$ cat src/rtl/npc_pkg.sv
// Shared definitions for the fetch PC generator: D-stage control-flow classes
// and the default address map of the instruction memory.
package npc_pkg;

  typedef enum logic [1:0] {
    NPC_SEQ = 2'd0,
    NPC_BR  = 2'd1,
    NPC_J   = 2'd2,
    NPC_JR  = 2'd3
  } npc_op_e;

  localparam logic [31:0] NPC_RESET_PC = 32'h0000_3000;
  localparam logic [31:0] NPC_EXC_PC   = 32'h0000_4180;
  localparam logic [31:0] NPC_IM_BASE  = 32'h0000_3000;
  localparam logic [31:0] NPC_IM_SIZE  = 32'h0000_4000;

endpackage

$ cat src/rtl/npc_target.sv
// Branch, jump and link target arithmetic for the D-stage instruction.
// Purely combinational; zero latency, no flow control.
module npc_target
  import npc_pkg::*;
#(
  parameter int ADDR_W = 32
) (
  input  logic [ADDR_W-1:0] i_pc_d,
  input  logic [15:0]       i_offset,
  input  logic [25:0]       i_instr_index,
  output logic [ADDR_W-1:0] o_br_target,
  output logic [ADDR_W-1:0] o_j_target,
  output logic [ADDR_W-1:0] o_link
);

  logic [ADDR_W-1:0] w_pc4;
  logic [ADDR_W-1:0] w_br_off;

  assign w_pc4    = i_pc_d + ADDR_W'(4);
  assign w_br_off = {{(ADDR_W-18){i_offset[15]}}, i_offset, 2'b00};

  assign o_br_target = w_pc4 + w_br_off;
  assign o_link      = i_pc_d + ADDR_W'(8);

  // J keeps the delay-slot region bits; everything above bit 27 comes from pcD+4.
  always_comb begin
    o_j_target       = w_pc4;
    o_j_target[27:0] = {i_instr_index, 2'b00};
  end

endmodule

$ cat src/rtl/pc_gen.sv
// Fetch PC register with fixed-priority next-PC selection, fetch address-error flag
// and D-stage flush pulse; one-cycle redirect latency. Define NPC_EXC_EN for CP0 cores.
module pc_gen
  import npc_pkg::*;
#(
  parameter int               ADDR_W   = 32,
  parameter logic [ADDR_W-1:0] RESET_PC = ADDR_W'(NPC_RESET_PC),
  parameter logic [ADDR_W-1:0] EXC_PC   = ADDR_W'(NPC_EXC_PC),
  parameter logic [ADDR_W-1:0] IM_BASE  = ADDR_W'(NPC_IM_BASE),
  parameter logic [ADDR_W-1:0] IM_SIZE  = ADDR_W'(NPC_IM_SIZE)
) (
  input  logic              clk,
  input  logic              reset,
  input  logic              stall,
  input  logic [1:0]        npcOp,
  input  logic              cmpOut,
  input  logic [ADDR_W-1:0] pcD,
  input  logic [15:0]       offset,
  input  logic [25:0]       instrIndex,
  input  logic [ADDR_W-1:0] regTarget,
  input  logic              excReq,
  input  logic              eretReq,
  input  logic [ADDR_W-1:0] epc,
  output logic [ADDR_W-1:0] pcF,
  output logic [ADDR_W-1:0] pcLink,
  output logic              adelF,
  output logic              flushD
);

  logic [ADDR_W-1:0] r_pc;
  logic              r_adel;
  logic              r_flush;

  logic [ADDR_W-1:0] w_pc_next;
  logic [ADDR_W-1:0] w_br_target;
  logic [ADDR_W-1:0] w_j_target;
  logic              w_exc_take;
  logic              w_eret_take;

  // The window limit is formed one bit wider so a window ending at 2^ADDR_W still works.
  function automatic logic addr_err(input logic [ADDR_W-1:0] a);
    logic [ADDR_W:0] lim;
    lim = {1'b0, IM_BASE} + {1'b0, IM_SIZE};
    return (a[1:0] != 2'b00) || (a < IM_BASE) || ({1'b0, a} >= lim);
  endfunction

  npc_target #(
    .ADDR_W (ADDR_W)
  ) u_target (
    .i_pc_d        (pcD),
    .i_offset      (offset),
    .i_instr_index (instrIndex),
    .o_br_target   (w_br_target),
    .o_j_target    (w_j_target),
    .o_link        (pcLink)
  );

`ifdef NPC_EXC_EN
  assign w_exc_take  = excReq;
  assign w_eret_take = eretReq & ~excReq;
`else
  // Cores without CP0 keep the ports for a common netlist but never redirect on them.
  logic w_unused_exc;
  assign w_unused_exc = ^{excReq, eretReq, epc};
  assign w_exc_take   = 1'b0;
  assign w_eret_take  = 1'b0;
`endif

  always_comb begin
    w_pc_next = r_pc + ADDR_W'(4);
    if (w_exc_take) begin
      w_pc_next = EXC_PC;
    end else if (w_eret_take) begin
      w_pc_next = epc;
    end else if (stall) begin
      w_pc_next = r_pc;
    end else begin
      case (npcOp)
        NPC_BR:  if (cmpOut) w_pc_next = w_br_target;
        NPC_J:   w_pc_next = w_j_target;
        NPC_JR:  w_pc_next = regTarget;
        default: w_pc_next = r_pc + ADDR_W'(4);
      endcase
    end
  end

  always_ff @(posedge clk) begin
    if (!reset) begin
      r_pc    <= RESET_PC;
      r_adel  <= addr_err(RESET_PC);
      r_flush <= 1'b0;
    end else begin
      r_pc    <= w_pc_next;
      r_adel  <= addr_err(w_pc_next);
      r_flush <= w_exc_take | w_eret_take;
    end
  end

  assign pcF    = r_pc;
  assign adelF  = r_adel;
  assign flushD = r_flush;

endmodule

$ cat config.mk
export PLATFORM = sky130hd
export DESIGN_NAME = pc_gen
export DESIGN_NICKNAME = d
export VERILOG_FILES = /design/src/rtl/npc_pkg.sv /design/src/rtl/npc_target.sv /design/src/rtl/pc_gen.sv
export SDC_FILE = /design/constraint.sdc
export NUM_CORES = 1
export LEC_CHECK = 0
export CAP_MARGIN = 25
export CORE_AREA = 2 2 113 115
export DETAILED_ROUTE_END_ITERATION = 16
export DIE_AREA = 0 0 115 117
export HOLD_SLACK_MARGIN = 0.06
export PLACE_DENSITY_LB_ADDON = 0.1
export SLEW_MARGIN = 40
export SYNTH_ARGS = -nofsm -noshare
export SYNTH_HDL_FRONTEND = slang
export SYNTH_HIERARCHICAL = 1
export SYNTH_SLANG_ARGS = --single-unit
$ cat constraint.sdc
create_clock -name clk -period 13.3 [get_ports clk]
set_input_delay 1.33 -clock clk [delete_from_list [all_inputs] [get_ports clk]]
set_output_delay 1.33 -clock clk [all_outputs]
set_load 0.05 [all_outputs]
==> impl_metrics.py <==
metrics = {
    "sta": {
        "tightest_slew_ns": 0.792,
        "skew_ns": 0.00789,
        "min_period_ns": 7.00,
        "rsz0062_at_grt": "false",
        "fin_setup_tns_ns": 0,
        "fmax_ghz": 0.143,
        "holdWs_ns": 0.504,
        "setup_viol": 0,
        "layout_worst_path_cycle_share_pct": 52.7,
        "max_slew_margin_pct": 47.1,
        "report.final.hold_viol_count": 0,
        "drv_slew": 0,
    },
    "worst_setup_path": {
        "critPathKind": "in2reg",
        "reg2regPathDepth": 9,
        "crit_required_ns": 13.45,
        "critPathCaptureType": "flip-flop",
        "critPathMaxFanout": 8,
        "critPathArrivalTime_ns": 7.15,
        "cp-start-kind": "input port",
    },
    "finish": {
        "final_cells": 1108,
        "n_antenna_cell": 0,
        "fin_nets": 1144,
        "ff_latch_area_um2": 661,
        "synthToLayoutAreaGrowth_pct": 25.9,
        "multi_input_area_mm2": 0.00482,
        "final_layout_size_suffix_gt1_share_pct": 4.70,
        "filler_cell_count": 1188,
    },
    "die": {
        "ios": 212,
        "row_count": 41,
        "die-width_um": 115,
        "start_util_pct": 49.5,
        "core_area_mm2": 0.0123,
        "die_area_mm2": 0.0135,
        "die_h_um": 117,
    },
    "routing": {
        "drc": 0,
        "drtPass1Iterations": 6,
        "drtIter0Drc": 540,
        "viasPerCell": 6.05,
        "vias": 6704,
        "routed_wl_um": 19400,
        "wl_per_cell_um": 17.5,
        "drtAntennaViolNets": 0,
    },
    "synth": {
        "syn_inst": 862,
        "synth-edff-count": 0,
        "yosysWarnings": 6,
        "syn_area_per_cell_um2": 7.06,
        "ys.flop_type": "dfxtp_1",
        "synth.distinct_cells": 83,
        "seq_area_frac_synth_pct": 10.8,
        "synth-seq-cells": 33,
        "synth_area_mm2": 0.00609,
        "async_flop_share_pct": 0,
    },
    "clock_network": {
        "cts_hold_buffers": 0,
        "cts-root-buf": "clkbuf_16",
        "cts.sinks": 33,
        "ctsResizeCount": 0,
        "clkTransAtPathRegs_ns": 0.05,
        "clk_latency_ns": 0.28,
        "htreeDepth": 2,
        "cts_tree": "done",
        "cts_setup_buffers": 0,
        "cts_made_buffers": 5,
        "cts_buffer_depth": 2,
    },
    "grt": {
        "overflow": 0,
        "grt_pass1_wl_um": 30100,
        "grt.total_usage_pct": 27.6,
        "grt_pass1_vias": 5881,
        "grt_max_degree": 55,
        "grt_antenna_before_repair": 1,
    },
    "placement": {
        "portBuffers": 176,
        "dp_hpwl_um": 15100,
        "place_inst": 1101,
        "gp_congestion": 0.984,
    },
    "power_and_ir_drop": {
        "p_total_uw": 531,
        "vdd_drop_max_mv": 0.0433,
        "power_leakage_nw": 2.88,
        "power_density_mw_per_mm2": 69.3,
    },
    "run_status": {
        "status": "finished, final reports clean",
    },
    "job": {
        "maxCapViolations": 0,
    },
    "hold_path": {
        "min_path_type": "reg2reg",
        "whs_path_depth": 2,
    },
}
-- cell type report --
type,instances,area share [%]
inverter,18,0.881
clock buffer,7,1.86
tap,150,2.45
timing repair buffer,180,23.3
multi-input combinational,720,62.9
sequential,33,8.62
-- metrics by stage --
stage	instance area, um2	util, %	worst slack, ns
after floorplan	6090	-	7.39
after global placement	7520	61.1	6.03
after detailed placement	7520	61.1	6.05
after CTS	7670	62.3	6.32
after global routing	7670	62.3	5.94
final	7670	62.3	6.30
-- cells in the final DEF, fill, tap and decap left out, types with 5 or more instances in the layout --
cell / synthesis / routed
nand2_1: 79 / 79
xor2_1: 35 / 35
dfxtp_1: 33 / 33
a22o_1: 11 / 11
and2_1: 12 / 12
nor4_1: 12 / 12
a21o_1: 22 / 22
inv_1: 17 / 16
clkbuf_16: 0 / 5
nor3_1: 24 / 24
nand2b_1: 8 / 8
nand3_1: 39 / 39
nor2_1: 63 / 63
a22oi_1: 8 / 8
ha_1: 39 / 39
nor2b_1: 6 / 5
a21oi_1: 77 / 77
xnor2_1: 56 / 56
o21bai_1: 10 / 10
nand4_1: 21 / 21
o21ai_0: 44 / 44
a211oi_1: 9 / 9
and3_1: 6 / 6
a31oi_1: 13 / 13
clkdlybuf4s50_1: 1 / 175
o22ai_1: 20 / 20
mux2i_1: 6 / 6
-- cells by family after synthesis --
| kind of cell | count (synthesis) | synth area share (%) |
|---|---|---|
| buffers and inverters | 110 | 10.1 |
| xor gates and xnor gates | 91 | 13.1 |
| AOI/OAI and AO/OA | 265 | 28.3 |
| muxes | 8 | 1.73 |
| and+or+nand+nor | 313 | 27.4 |
| adders and majority gates | 40 | 8.34 |
| DFF | 33 | 10.8 |
| other | 2 | 0.123 |
-- cell usage after synthesis, drive strengths merged, types with 20 or more instances --
cell type	instances	area [um2]
nor2	63	236
clkbuf	40	171
nand2	80	303
nand3	43	258
o21ai	45	225
a21oi	78	394
buf	50	354
ha	39	488
dfxtp	33	661
o22ai	20	125
nand4	23	156
xor2	35	307
xnor2	56	490
a21o	22	165
nor3	26	140
-- sequential cells by signal (all words and copies together) (netlist names) --
register	count
adelF	1
pcF	32
-- critical path: stages --
cell             delay, ns
clkdlybuf4s50_1       0.64
ha_1                  0.33
nand3_4               0.14
nor4_4                0.52
nand3_1               0.29
nor3_2                0.50
nand3_1               0.16
xnor2_1               0.16
ha_1                  0.40
nand4_1               0.14
or4_1                 0.53
o221ai_1              0.30
a21o_1                0.17
a21oi_1               0.07
xnor2_1               0.16
a22o_1                0.19
a22oi_1               0.17
o41ai_1               0.11
a22o_1                0.24
or3_1                 0.35
nor4_2                0.14
a31oi_1               0.10
-- layer usage --
| layer | wire length (um) | global-route usage (%) | up-vias |
|---|---|---|---|
| met5 | 13 | 0 | - |
| met4 | 333 | 8.27 | 2 |
| met3 | 1340 | 2.42 | 27 |
| met2 | 8810 | 45.3 | 279 |
| met1 | 8860 | 38.6 | 3053 |
| li1 | - | - | 3343 |
-- final timing paths --
kind	startpoint	endpoint	slack, ns
worst max-delay path	pcD[3]	adelF$_SDFF_PN0_	6.30
worst min-delay path	pcF[7]$_SDFF_PN0_	pcF[7]$_SDFF_PN0_	0.50
worst max register to register	pcF[2]$_SDFF_PN0_	adelF$_SDFF_PN0_	10.41
worst min register to register	pcF[7]$_SDFF_PN0_	pcF[7]$_SDFF_PN0_	0.50
-- report_power, final --
group,switching (mW),internal [mW],total (mW)
clock network,0.0417,0.0734,0.115
registers,0.0116,0.106,0.118
logic,0.173,0.125,0.298
total,0.226,0.305,0.531
Power figures use the tool's default switching activity.
